<file path="src/rtl/imu_frame_arbiter_if.sv">
// rtl/imu_frame_arbiter_if.sv - output sample handshake bundle for imu_frame_arbiter
//
// Purpose: groups the arbiter's outgoing sample stream and its ready return.
// Ports (signals):
//   m_valid  - sample presented (arbiter -> formatter)
//   m_ready  - formatter accepts the sample (formatter -> arbiter)
//   m_src    - source index of the presented sample
//   m_data   - {w,x,y,z,gx,gy,gz}, seven signed 16-bit fields, w in MSBs
//   m_flags  - bit0 orientation valid, bit1 gyro valid
// Modports: master = arbiter side, slave = formatter side.

interface imu_frame_arbiter_if;
  logic         m_valid;
  logic         m_ready;
  logic         m_src;
  logic [111:0] m_data;
  logic [1:0]   m_flags;

  modport master (output m_valid, m_src, m_data, m_flags, input m_ready);
  modport slave  (input m_valid, m_src, m_data, m_flags, output m_ready);
endinterface

</file>
<file path="src/rtl/imu_frame_arbiter.sv">
// rtl/imu_frame_arbiter.sv - two-source IMU sample arbiter with overwrite counting
//
// Purpose: captures samples from two IMU sources into holding registers and
// forwards them one at a time, round-robin, over a valid/ready stream.
// Optional build macro: LINK_WATCHDOG_EN (per-source stale-link watchdog).
// Ports:
//   clk, reset           - single clock, synchronous active-high reset
//   s0_strobe/data/flags - source 0 sample pulse, 112-bit sample, 2-bit flags
//   s1_strobe/data/flags - source 1, same format
//   m                    - imu_frame_arbiter_if.master output stream
//   drop_cnt0/1          - saturating counts of overwritten, unsent samples
//   link_up              - per-source link-alive status

module imu_frame_arbiter #(
  parameter int unsigned TIMEOUT_CYCLES = 3000000,
  parameter int unsigned DROP_W         = 8
) (
  input  logic                       clk,
  input  logic                       reset,
  input  logic                       s0_strobe,
  input  logic [111:0]               s0_data,
  input  logic [1:0]                 s0_flags,
  input  logic                       s1_strobe,
  input  logic [111:0]               s1_data,
  input  logic [1:0]                 s1_flags,
  imu_frame_arbiter_if.master        m,
  output logic [DROP_W-1:0]          drop_cnt0,
  output logic [DROP_W-1:0]          drop_cnt1,
  output logic [1:0]                 link_up
);

  if (TIMEOUT_CYCLES == 0) begin : g_bad_timeout
    $error("TIMEOUT_CYCLES must be nonzero");
  end

  typedef enum logic {IDLE = 1'b0, SEND = 1'b1} state_e;

  state_e            state_q, state_d;
  logic [1:0]        strobe;
  logic [113:0]      sample [2];
  logic [113:0]      hold_q [2];
  logic [113:0]      hold_d [2];
  logic [DROP_W-1:0] drop_q [2];
  logic [DROP_W-1:0] drop_d [2];
  logic [1:0]        pend_q, pend_d;
  logic [1:0]        link_q, link_d;
  logic [1:0]        stale;
  logic [1:0]        pend_avail;
  logic [1:0]        taken;
  logic              last_q, last_d;
  logic              src_q, src_d;
  logic [113:0]      out_q, out_d;
  logic              grant;
  logic              gnt_src;

  assign strobe    = {s1_strobe, s0_strobe};
  assign sample[0] = {s0_flags, s0_data};
  assign sample[1] = {s1_flags, s1_data};

`ifdef LINK_WATCHDOG_EN
  localparam int unsigned        WD_W   = $clog2(TIMEOUT_CYCLES + 1);
  localparam logic [WD_W-1:0]    WD_MAX = WD_W'(TIMEOUT_CYCLES);

  logic [WD_W-1:0] wd_q [2];
  logic [WD_W-1:0] wd_d [2];

  // stale[i] marks the edge on which the counter reaches the timeout.
  always_comb begin
    for (int i = 0; i < 2; i++) begin
      stale[i] = 1'b0;
      wd_d[i]  = wd_q[i];
      if (strobe[i]) begin
        wd_d[i] = '0;
      end else if (wd_q[i] != WD_MAX) begin
        wd_d[i]  = wd_q[i] + WD_W'(1);
        stale[i] = (wd_q[i] == WD_MAX - WD_W'(1));
      end
    end
  end

  always_ff @(posedge clk) begin
    for (int i = 0; i < 2; i++) begin
      if (reset) wd_q[i] <= '0;
      else       wd_q[i] <= wd_d[i];
    end
  end
`else
  assign stale = 2'b00;
`endif

  // A source going stale on this edge is not granted: its sample is discarded.
  assign pend_avail = pend_q & ~stale;
  assign grant      = (state_q == IDLE) && (pend_avail != 2'b00);
  assign gnt_src    = (pend_avail == 2'b11) ? ~last_q : pend_avail[1];
  assign taken      = grant ? (gnt_src ? 2'b10 : 2'b01) : 2'b00;

  // FSM: state register
  always_ff @(posedge clk) begin
    if (reset) state_q <= IDLE;
    else       state_q <= state_d;
  end

  // FSM: next state
  always_comb begin
    state_d = state_q;
    case (state_q)
      IDLE:    if (grant) state_d = SEND;
      SEND:    if (m.m_ready) state_d = IDLE;
      default: state_d = IDLE;
    endcase
  end

  // FSM: outputs
  always_comb begin
    m.m_valid = (state_q == SEND);
  end

  // Datapath next state. A strobe on the source being granted keeps pend set
  // with the new sample; the old one is the one sent, so no drop is counted.
  always_comb begin
    src_d  = src_q;
    out_d  = out_q;
    last_d = last_q;
    if (grant) begin
      src_d  = gnt_src;
      out_d  = hold_q[gnt_src];
      last_d = gnt_src;
    end
    for (int i = 0; i < 2; i++) begin
      hold_d[i] = hold_q[i];
      pend_d[i] = pend_q[i];
      drop_d[i] = drop_q[i];
      link_d[i] = strobe[i] | (link_q[i] & ~stale[i]);
      if (strobe[i]) begin
        hold_d[i] = sample[i];
        pend_d[i] = 1'b1;
        if (pend_q[i] && !taken[i] && (drop_q[i] != '1)) begin
          drop_d[i] = drop_q[i] + DROP_W'(1);
        end
      end else if (taken[i] || stale[i]) begin
        pend_d[i] = 1'b0;
      end
    end
  end

  // last_q resets to 1 so the first two-way contention favours source 0.
  always_ff @(posedge clk) begin
    if (reset) begin
      src_q  <= 1'b0;
      out_q  <= '0;
      last_q <= 1'b1;
      pend_q <= 2'b00;
      link_q <= 2'b00;
      for (int i = 0; i < 2; i++) begin
        hold_q[i] <= '0;
        drop_q[i] <= '0;
      end
    end else begin
      src_q  <= src_d;
      out_q  <= out_d;
      last_q <= last_d;
      pend_q <= pend_d;
      link_q <= link_d;
      for (int i = 0; i < 2; i++) begin
        hold_q[i] <= hold_d[i];
        drop_q[i] <= drop_d[i];
      end
    end
  end

  assign m.m_src   = src_q;
  assign m.m_data  = out_q[111:0];
  assign m.m_flags = out_q[113:112];
  assign drop_cnt0 = drop_q[0];
  assign drop_cnt1 = drop_q[1];
  assign link_up   = link_q;

endmodule

</file>
<file path="src/flat_wrapper.sv">
// flat-port wrapper written by rule: the top's interface ports become plain ports
module imu_frame_arbiter_flat 
#(
  parameter int unsigned TIMEOUT_CYCLES = 3000000,
  parameter int unsigned DROP_W         = 8
)
  (clk, reset, s0_strobe, s0_data, s0_flags, s1_strobe, s1_data, s1_flags, drop_cnt0, drop_cnt1, link_up, m_m_valid, m_m_src, m_m_data, m_m_flags, m_m_ready);
  imu_frame_arbiter_if m_i ();
  input  logic clk;
  input  logic reset;
  input  logic s0_strobe;
  input  logic [111:0] s0_data;
  input  logic [1:0] s0_flags;
  input  logic s1_strobe;
  input  logic [111:0] s1_data;
  input  logic [1:0] s1_flags;
  output logic [DROP_W-1:0] drop_cnt0;
  output logic [DROP_W-1:0] drop_cnt1;
  output logic [1:0] link_up;
  output wire logic [$bits(m_i.m_valid)-1:0] m_m_valid;
  output wire logic [$bits(m_i.m_src)-1:0] m_m_src;
  output wire logic [$bits(m_i.m_data)-1:0] m_m_data;
  output wire logic [$bits(m_i.m_flags)-1:0] m_m_flags;
  input wire logic [$bits(m_i.m_ready)-1:0] m_m_ready;
  assign m_m_valid = m_i.m_valid;
  assign m_m_src = m_i.m_src;
  assign m_m_data = m_i.m_data;
  assign m_m_flags = m_i.m_flags;
  assign m_i.m_ready = m_m_ready;
  imu_frame_arbiter #(.TIMEOUT_CYCLES(TIMEOUT_CYCLES), .DROP_W(DROP_W)) u_core (.clk(clk), .reset(reset), .s0_strobe(s0_strobe), .s0_data(s0_data), .s0_flags(s0_flags), .s1_strobe(s1_strobe), .s1_data(s1_data), .s1_flags(s1_flags), .m(m_i), .drop_cnt0(drop_cnt0), .drop_cnt1(drop_cnt1), .link_up(link_up));
endmodule
</file>
<file path="config.mk">
export PLATFORM = sky130hd
export DESIGN_NAME = imu_frame_arbiter_flat
export DESIGN_NICKNAME = d
export VERILOG_FILES = /design/src/rtl/imu_frame_arbiter_if.sv /design/src/rtl/imu_frame_arbiter.sv /design/src/flat_wrapper.sv
export SDC_FILE = /design/constraint.sdc
export NUM_CORES = 1
export LEC_CHECK = 0
export ABC_AREA = 0
export CAP_MARGIN = 20
export CORE_MARGIN = 3
export CORE_UTILIZATION = 52
export CTS_CLUSTER_DIAMETER = 30
export DETAILED_ROUTE_END_ITERATION = 10
export GPL_ROUTABILITY_DRIVEN = 0
export GPL_TIMING_DRIVEN = 0
export PLACE_DENSITY = 0.85
export SYNTH_ARGS = -nofsm -noshare
export SYNTH_HDL_FRONTEND = slang
export SYNTH_SLANG_ARGS = --single-unit
</file>
<file path="constraint.sdc">
create_clock -name clk -period 9.3 [get_ports clk]
set_clock_uncertainty 0.05 [all_clocks]
set_input_delay 1.86 -clock clk [delete_from_list [all_inputs] [get_ports clk]]
set_output_delay 1.86 -clock clk [all_outputs]
set_load 0.01 [all_outputs]
</file>
==> flow_metrics.env, run 1 <==
export IMPL_synth_common_cells="230 x and2_1, 228 x edfxtp_1, 137 x dfxtp_1, 122 x nor2_1, 114 x a222oi_1"
export IMPL_routed_wl_um=41370
export IMPL_drc=0
export IMPL_cts_buffers=60
export IMPL_switching_share=0.2249
export IMPL_worstPathCellList="clkdlybuf4s50_1 -> clkbuf_1 -> inv_1 -> nand2_4 -> buf_16"
export IMPL_drt_initial_drc_count=1503
export IMPL_port_buffers=366
export IMPL_max_slew_margin=0.3418
export IMPL_cts_resized=0
export IMPL_crit_start="reset"
export IMPL_required_ns=9.46
export IMPL_clock_latency_ns=0.56
export IMPL_grt_pass1_wl_um=62330
export IMPL_yosysWarnings=0
export IMPL_synth_edff_count=228
export IMPL_cpPeakStageDelay_ns=0.67
export IMPL_syn_to_final_growth_pct=45.65
export IMPL_outcome="complete, no violations"
export IMPL_yosysTopAreaCell="edfxtp_1"
export IMPL_internal_power_uw=3520
export IMPL_holdPathStages=2
export IMPL_avgSynthCellArea_sq_um=13.56
export IMPL_cts_tree="done"
export IMPL_power_frac_clock=0.477
export IMPL_wire_per_inst_um=22.80
export IMPL_tightest_slew_ns=0.9873
export IMPL_ys_top_cells_by_area="edfxtp_1 51%, dfxtp_1 20%, and2_1 11%"
export IMPL_synth_ff_type="edfxtp_1"
export IMPL_worstPathArrival_ns=4.27
export IMPL_grt_ovfl_total=0
export IMPL_layout_worst_path_cycle_share=0.4419
export IMPL_cpLargestDelayFamily="buffers and inverters"
export IMPL_stdcell_area_sq_um=19710
export IMPL_drv_slew=0
export IMPL_r2r_start="u_core.m.m_valid"
export IMPL_tns_ns=0
export IMPL_crit_fanout=63
export IMPL_htreeDepth=2
export IMPL_min_period_ns=4.109
export IMPL_setup_slack_ns=5.191
export IMPL_grt_pass1_vias=11081
export IMPL_p_leak_uw=0.007335
export IMPL_async_reset_ff_frac=0
export IMPL_synth_seq_cells=365
export IMPL_power_frac_seq=0.424
export IMPL_combPwrFrac=0.099
export IMPL_hold_violations=0
export IMPL_num_vias=10692
export IMPL_stdcell_count=1814
export IMPL_vdd_drop_max_v=0.0001583
export IMPL_clock_sinks=365
export IMPL_antenna_found_initial=6
export IMPL_cts_root_buf="clkbuf_16"
export IMPL_synthMostInstantiatedCell="and2_1"
export IMPL_path_clk_slew_ns=0.05
export IMPL_drive_gt1_frac=0.08863
export IMPL_placedCellCount=1697
export IMPL_grt_max_degree=64
export IMPL_post_cts_setup_buffers=0
export IMPL_ant_nets=0
export IMPL_cp_start_kind="primary input"
export IMPL_syn_area_sq_um=13530
export IMPL_nets=1664
export IMPL_setup_viol=0
export IMPL_placedInstanceArea_sq_um=17700
export IMPL_path_depth=5
export IMPL_chipWidth_um=167.3
export IMPL_rows=58
export IMPL_worstHoldStart="u_core.link_up[1]"
export IMPL_syn_num_nets=1233
export IMPL_pre_cts_slack_ns=4.591
export IMPL_critPathBufInv=4
export IMPL_ios=367
export IMPL_yosysTopAreaCellShare=0.5059
export IMPL_max_clock_path_buffers=3
export IMPL_die_h_um=167.3
export IMPL_reg2reg_depth=7
export IMPL_ys_seq_area_frac=0.7085
export IMPL_track_usage=0.2841
export IMPL_syn_inst=998
export IMPL_rsz0062_at_grt="false"
export IMPL_max_clock_freq_ghz=0.2434
export IMPL_synth_cell_types=36
export IMPL_dr_pass1_iters=11
export IMPL_crit_type="in2reg"
export IMPL_hold_class="reg2reg"
export IMPL_hold_buffers=0
export IMPL_slowest_stage="nand2_4"
export IMPL_critPathCaptureType="register"
export IMPL_dieArea_sq_um=28000
export IMPL_coreArea_sq_um=25400
export IMPL_netSwitchingPower_uw=1022
export IMPL_cap_violations=0
export IMPL_powerDensity_nw_per_um2=230.4
export IMPL_via_per_inst=5.894
export IMPL_hpwl_um=26920
export IMPL_start_util=0.5329
==> metal layers <==
layer  vias up  global-route usage  part of all wire
met3       118             0.06161             0.093
met4         0              0.1291             0.043
met2       667              0.4896              0.50
met5         -                   0                 0
li1       4656                   -                 -
met1      5251              0.3440              0.36
==> worst paths after layout <==
| check | slack, ns | endpoint |
|---|---|---|
| setup / recovery | 5.19 | u_core.hold_q[1][13] |
| hold / removal | 0.43 | u_core.link_up[1] |
| setup reg to reg | 7.01 | u_core.out_q[31] |
| hold reg to reg | 0.43 | u_core.link_up[1] |
==> tightest hold or removal path, delay by kind of cell, from the launching register on <==
kind,cells,cell delay (ns)
flops,1,0.31
simple gates,2,0.13
==> sequential cells by signal (all words and copies together), names as in the netlist <==
signal             cells
u_core.last_q          1
u_core.link_up         2
u_core.hold_q        228
u_core.m.m_valid       1
u_core.m.m_src         1
u_core.pend_avail      2
u_core.drop_q         16
u_core.out_q         114
==> cells by family after synthesis <==
logic type | after synthesis | synth area share
AO/OA/AOI/OAI | 157 | 0.1048
adder cells (fa/ha/maj) | 2 | 0.001849
buffers and inverters | 85 | 0.02727
flip-flops | 365 | 0.7085
multiplexers | 2 | 0.001572
AND/OR/NAND/NOR | 387 | 0.1560
==> stage by stage <==
step / power, uW / util / hold slack [ns]
after floorplan: 2127 / - / 0.3937
after global placement: 2376 / 0.6934 / 0.3963
after detailed placement: 2391 / 0.6969 / 0.4037
after CTS: 4553 / 0.7755 / 0.4352
after global routing: 4669 / 0.7761 / 0.4556
final: 4542 / 0.7761 / 0.4299
==> power by group through the flow <==
stage / combinational, uW / sequential (uW) / clock, uW
floorplan: 172 / 1960 / 0
global placement: 426 / 1950 / 0
finish: 451 / 1920 / 2170
CTS: 451 / 1920 / 2180
detailed placement: 443 / 1950 / 0
global route: 482 / 1930 / 2250
==> layout by cell type (no fill, tap or decap), types with 11 or more instances in the layout <==
cell	count
buf_2	22
clkinv_2	11
and2_1	230
dfxtp_1	137
clkdlybuf4s50_1	366
a222oi_1	114
clkbuf_16	61
nor2_1	122
edfxtp_1	228
clkbuf_1	66
a21oi_1	18
==> area by class of cell <==
| cell class | count | area [sq um] |
|---|---|---|
| repair buffers | 369 | 3739 |
| multi-input cells | 548 | 3591 |
| flip-flops and latches | 365 | 9589 |
| plain buffers | 81 | 354.1 |
| diodes | 6 | 15.01 |
| inverters | 4 | 15.01 |
| clock buffers | 78 | 1620 |
| fillers | 1512 | 5687 |
| clock inverters | 33 | 376.6 |
| well taps | 330 | 412.9 |
Power figures use the tool's default switching activity.
==> run 2: changes to the inputs <==
--- a/config.mk
+++ b/config.mk
@@ -8,12 +8,12 @@
 export ABC_AREA = 0
 export CAP_MARGIN = 20
 export CORE_MARGIN = 3
-export CORE_UTILIZATION = 52
+export CORE_UTILIZATION = 44
 export CTS_CLUSTER_DIAMETER = 30
 export DETAILED_ROUTE_END_ITERATION = 10
 export GPL_ROUTABILITY_DRIVEN = 0
 export GPL_TIMING_DRIVEN = 0
-export PLACE_DENSITY = 0.85
+export PLACE_DENSITY = 0.77
 export SYNTH_ARGS = -nofsm -noshare
 export SYNTH_HDL_FRONTEND = slang
 export SYNTH_SLANG_ARGS = --single-unit
==> constraint.sdc (replaced) <==
create_clock -name clk -period 3.7 [get_ports clk]
set_clock_uncertainty 0.05 [all_clocks]
set_input_delay 0.74 -clock clk [delete_from_list [all_inputs] [get_ports clk]]
set_output_delay 0.74 -clock clk [all_outputs]
set_load 0.01 [all_outputs]
==> flow_metrics.env, run 2 (synthesis gave the netlist of run 1 again) <==
export IMPL_critPathCaptureType="register"
export IMPL_crit_type="in2reg"
export IMPL_drc=0
export IMPL_via_per_inst=5.489
export IMPL_holdPathStages=2
export IMPL_dr_pass1_iters=7
export IMPL_dieArea_sq_um=32900
export IMPL_crit_fanout=61
export IMPL_ant_nets=0
export IMPL_htreeDepth=3
export IMPL_rsz0062_at_grt="false"
export IMPL_cts_root_buf="clkbuf_16"
export IMPL_chipWidth_um=181.4
export IMPL_track_usage=0.2414
export IMPL_vdd_drop_max_v=0.0003386
export IMPL_reg2reg_depth=6
export IMPL_layout_worst_path_cycle_share=0.8285
export IMPL_max_slew_margin=0.2385
export IMPL_syn_to_final_growth_pct=50.15
export IMPL_stdcell_count=1887
export IMPL_worstHoldStart="u_core.link_up[1]"
export IMPL_hold_class="reg2reg"
export IMPL_path_clk_slew_ns=0.05
export IMPL_hold_violations=0
export IMPL_cp_start_kind="primary input"
export IMPL_hold_buffers=0
export IMPL_setup_viol=0
export IMPL_cts_buffers=69
export IMPL_cts_resized=0
export IMPL_max_clock_freq_ghz=0.3262
export IMPL_grt_pass1_wl_um=61870
export IMPL_worstPathArrival_ns=3.22
export IMPL_p_leak_uw=0.007579
export IMPL_grt_pass1_vias=10695
export IMPL_r2r_slack_ns=1.44
export IMPL_cap_violations=0
export IMPL_r2r_start="u_core.last_q"
export IMPL_start_util=0.4518
export IMPL_antenna_found_initial=3
export IMPL_final_cell_mix="366 x clkdlybuf4s50_1, 230 x and2_1, 228 x edfxtp_1"
export IMPL_grt_ovfl_total=0
export IMPL_hpwl_um=27110
export IMPL_required_ns=3.85
export IMPL_outcome="complete, no violations"
export IMPL_p_total_uw=12670
export IMPL_drt_initial_drc_count=1086
export IMPL_layout_commonest_cell="clkdlybuf4s50_1"
export IMPL_grt_max_degree=62
export IMPL_rows=63
export IMPL_tightest_slew_ns=1.142
export IMPL_post_cts_setup_buffers=0
export IMPL_holdPathEnd="u_core.link_up[1]"
export IMPL_cts_tree="done"
export IMPL_ios=367
export IMPL_largest_reg_flops=228
export IMPL_fillerInstances=2088
export IMPL_clock_latency_ns=0.56
export IMPL_wire_per_inst_um=21.71
export IMPL_reg_top3="u_core.hold_q (228), u_core.out_q (114), u_core.drop_q (16)"
export IMPL_drv_slew=0
export IMPL_num_vias=10358
export IMPL_routed_wl_um=40970
export IMPL_port_buffers=366
export IMPL_top_register="u_core.hold_q"
export IMPL_drive_gt1_frac=0.1043
export IMPL_min_period_ns=3.065
export IMPL_clock_sinks=365
export IMPL_powerDensity_nw_per_um2=623.2
export IMPL_placedCellCount=1757
export IMPL_die_h_um=181.4
export IMPL_worst_r2r_endpoint="u_core.out_q[63]"
export IMPL_coreArea_sq_um=29950
export IMPL_nets=1673
export IMPL_max_clock_path_buffers=3
-- run 2: changes by cell type in the layout (fill, tap and decap cells not counted), sizes merged --
cell	before	now
diode	6	2
clkinvlp	4	8
inv	10	13
clkinv	16	20
bufinv	7	13
-- run 2: stage by stage --
stage	TNS, ns	hold slack [ns]	setup slack (ns)	util	area [sq um]
3_5_place_dp	0	0.4055	0.007681	0.5937	17780
5_1_grt	0	0.4549	0.4620	0.6784	20320
2_1_floorplan	-82.95	0.3937	-0.3638	-	13530
6_report	0	0.4185	0.6346	0.6784	20320
3_3_place_gp	-661.72	0.3977	-2.936	0.5904	17690
4_1_cts	0	0.4171	0.5755	0.6783	20320
-- run 2: worst max path at each step --
stage	slack, ns	end	start	cells after the start
5_1_grt	0.46	u_core.hold_q[1][80]	reset	5
3_5_place_dp	0.008	u_core.hold_q[1][12]	reset	5
2_1_floorplan	-0.36	u_core.hold_q[0][0]	reset	3
6_report	0.63	u_core.hold_q[1][81]	reset	5
4_1_cts	0.58	u_core.hold_q[1][78]	reset	5
3_3_place_gp	-2.94	u_core.hold_q[0][26]	reset	4
-- run 2: layout make-up --
cell class                      instances  area (sq um)  area share
Buffer                                 81         354.1     0.01742
Clock buffer                           78          1833     0.09020
Timing Repair Buffer                  369          3746      0.1843
Multi-Input combinational cell        548          3591      0.1767
Sequential cell                       365          9589      0.4719
Tap cell                              390         488.0     0.02401
Inverter                                4         15.01   0.0007388
Antenna cell                            2         5.005   0.0002463
Clock inverter                         50         700.7     0.03448
-- run 2: report_power, final --
group          internal [uW]  switching [uW]
registers               4690             140
clock network           4520            2180
logic                    593             535
-- run 2: layer usage --
metal,vias up,part of all wire,track usage
met4,2,0.034,0.09842
met5,-,0.00032,0
li1,4676,-,-
met1,5029,0.37,0.2941
met3,89,0.10,0.07232
met2,562,0.49,0.4034
-- run 2: worst max-delay path, stage by stage --
cell and delay [ns]:
clkdlybuf4s50_1 0.52, clkbuf_1 0.52, inv_1 0.32, nand2_4 0.66, buf_16 0.35
==> run 3: changes to the inputs <==
--- a/config.mk
+++ b/config.mk
@@ -8,12 +8,12 @@
 export ABC_AREA = 0
 export CAP_MARGIN = 20
 export CORE_MARGIN = 3
-export CORE_UTILIZATION = 44
+export CORE_UTILIZATION = 48
 export CTS_CLUSTER_DIAMETER = 30
 export DETAILED_ROUTE_END_ITERATION = 10
 export GPL_ROUTABILITY_DRIVEN = 0
 export GPL_TIMING_DRIVEN = 0
-export PLACE_DENSITY = 0.77
+export PLACE_DENSITY = 0.8
 export SYNTH_ARGS = -nofsm -noshare
 export SYNTH_HDL_FRONTEND = slang
 export SYNTH_SLANG_ARGS = --single-unit
==> constraint.sdc (replaced) <==
create_clock -name clk -period 2.95 [get_ports clk]
set_clock_uncertainty 0.05 [all_clocks]
set_input_delay 0.59 -clock clk [delete_from_list [all_inputs] [get_ports clk]]
set_output_delay 0.59 -clock clk [all_outputs]
set_load 0.01 [all_outputs]
==> flow_metrics.env, run 3 (synthesis gave the netlist of run 1 again) <==
export IMPL_outcome="complete, no violations"
export IMPL_dr_pass1_iters=9
export IMPL_dieArea_sq_um=30250
export IMPL_power_frac_seq=0.404
export IMPL_pre_cts_slack_ns=-0.2911
export IMPL_rows=60
export IMPL_drive_gt1_frac=0.1007
export IMPL_chipWidth_um=173.9
export IMPL_tightest_slew_ns=0.8916
export IMPL_holdPathStages=2
export IMPL_rsz0062_at_grt="false"
export IMPL_clock_sinks=365
export IMPL_placedCellCount=1740
export IMPL_setup_viol=0
export IMPL_worstHoldStart="u_core.link_up[0]"
export IMPL_ios=367
export IMPL_port_buffers=366
export IMPL_num_vias=10514
export IMPL_grt_ovfl_total=0
export IMPL_cts_root_buf="clkbuf_16"
export IMPL_switching_share=0.2331
export IMPL_cts_tree="done"
export IMPL_largest_reg_flops=228
export IMPL_worstPathArrival_ns=2.96
export IMPL_coreArea_sq_um=27330
export IMPL_critPathCaptureType="register"
export IMPL_min_period_ns=2.619
export IMPL_via_per_inst=5.644
export IMPL_power_frac_clock=0.501
export IMPL_top_register="u_core.hold_q"
export IMPL_antenna_found_initial=3
export IMPL_combPwrFrac=0.095
export IMPL_p_leak_uw=0.007450
export IMPL_required_ns=3.29
export IMPL_crit_fanout=10
export IMPL_max_slew_margin=0.4056
export IMPL_internal_power_uw=11500
export IMPL_max_clock_path_buffers=3
export IMPL_grt_max_degree=56
export IMPL_wire_per_inst_um=22.20
export IMPL_vdd_drop_max_v=0.0007388
export IMPL_htreeDepth=3
export IMPL_syn_to_final_growth_pct=48.08
export IMPL_hold_class="reg2reg"
export IMPL_grt_pass1_wl_um=62160
export IMPL_reg2reg_depth=7
export IMPL_max_clock_freq_ghz=0.3818
export IMPL_layout_commonest_cell="clkdlybuf4s50_1"
export IMPL_grt_pass1_vias=10941
export IMPL_setup_slack_ns=0.3308
export IMPL_drv_slew=0
export IMPL_die_h_um=173.9
export IMPL_ant_nets=0
export IMPL_track_usage=0.2648
export IMPL_drt_initial_drc_count=1269
export IMPL_hold_violations=0
export IMPL_crit_type="in2reg"
export IMPL_clock_latency_ns=0.55
export IMPL_netSwitchingPower_uw=3498
export IMPL_start_util=0.4953
export IMPL_p_total_uw=15000
export IMPL_powerDensity_nw_per_um2=748.5
export IMPL_drc=0
export IMPL_stdcell_count=1863
export IMPL_reg_top3="u_core.hold_q (228), u_core.out_q (114), u_core.drop_q (16)"
export IMPL_cp_start_kind="primary input"
export IMPL_hpwl_um=26870
export IMPL_hold_buffers=0
export IMPL_nets=1672
export IMPL_path_clk_slew_ns=0.05
export IMPL_cts_buffers=67
export IMPL_r2r_start="u_core.m.m_valid"
export IMPL_layout_worst_path_cycle_share=0.8879
export IMPL_final_cell_mix="366 x clkdlybuf4s50_1, 230 x and2_1, 228 x edfxtp_1"
export IMPL_cap_violations=0
export IMPL_crit_start="s0_strobe"
export IMPL_routed_wl_um=41360
## run 3: final cells by class
| class | instances | area, sq um |
|---|---|---|
| repair buffers | 370 | 3774 |
| diodes | 1 | 2.502 |
| fillers | 1806 | 7284 |
| inverters | 4 | 15.01 |
| multi-input cells | 548 | 3591 |
| plain buffers | 81 | 355.3 |
| clock inverters | 43 | 486.7 |
| clock buffers | 79 | 1763 |
| flip-flops and latches | 365 | 9589 |
| well taps | 372 | 465.4 |
## run 3: power by group through the flow
stage | combinational, uW | sequential (uW) | clock, uW
after floorplan | 541 | 6170 | 0
after global placement | 1360 | 6150 | 0
after detailed placement | 1410 | 6140 | 0
after CTS | 1430 | 6060 | 7590
after global routing | 1520 | 6090 | 7870
final | 1420 | 6060 | 7520
## run 3: final timing paths
| kind | to | slack, ns |
|---|---|---|
| max | u_core.hold_q[0][80] | 0.33 |
| min reg2reg | u_core.link_up[0] | 0.44 |
| max reg2reg | u_core.out_q[41] | 0.73 |
| min | u_core.link_up[0] | 0.44 |
## run 3: repair_timing
item	CTS	global route
setup endpoints to repair	0	32
hold endpoints to repair	0	0
buffers inserted	0	0
resized for setup	0	2
## run 3: per-layer routing
layer  global-route usage  up-vias  share of wire
met4               0.1220        4          0.042
li1                     -     4681              -
met1               0.3157     5085           0.36
met5                    0        -        0.00065
met2               0.4491      631           0.50
met3              0.07143      113          0.094
## run 3: critical path, cell delays in order
cell	delay, ns
clkdlybuf4s50_1	0.60
inv_1	0.15
a21oi_1	0.27
clkbuf_1	0.68
clkbuf_1	0.46
and2_1	0.21
## run 3: metrics by stage
stage               hold WS, ns  area [sq um]    util  setup TNS [ns]
floorplan                0.3937         13530       -         -219.75
global placement         0.3950         17660  0.6464         -812.65
detailed placement       0.4228         17790  0.6510          -40.07
CTS                      0.4364         20040  0.7333               0
global route             0.4531         20040  0.7334               0
finish                   0.4358         20040  0.7334               0
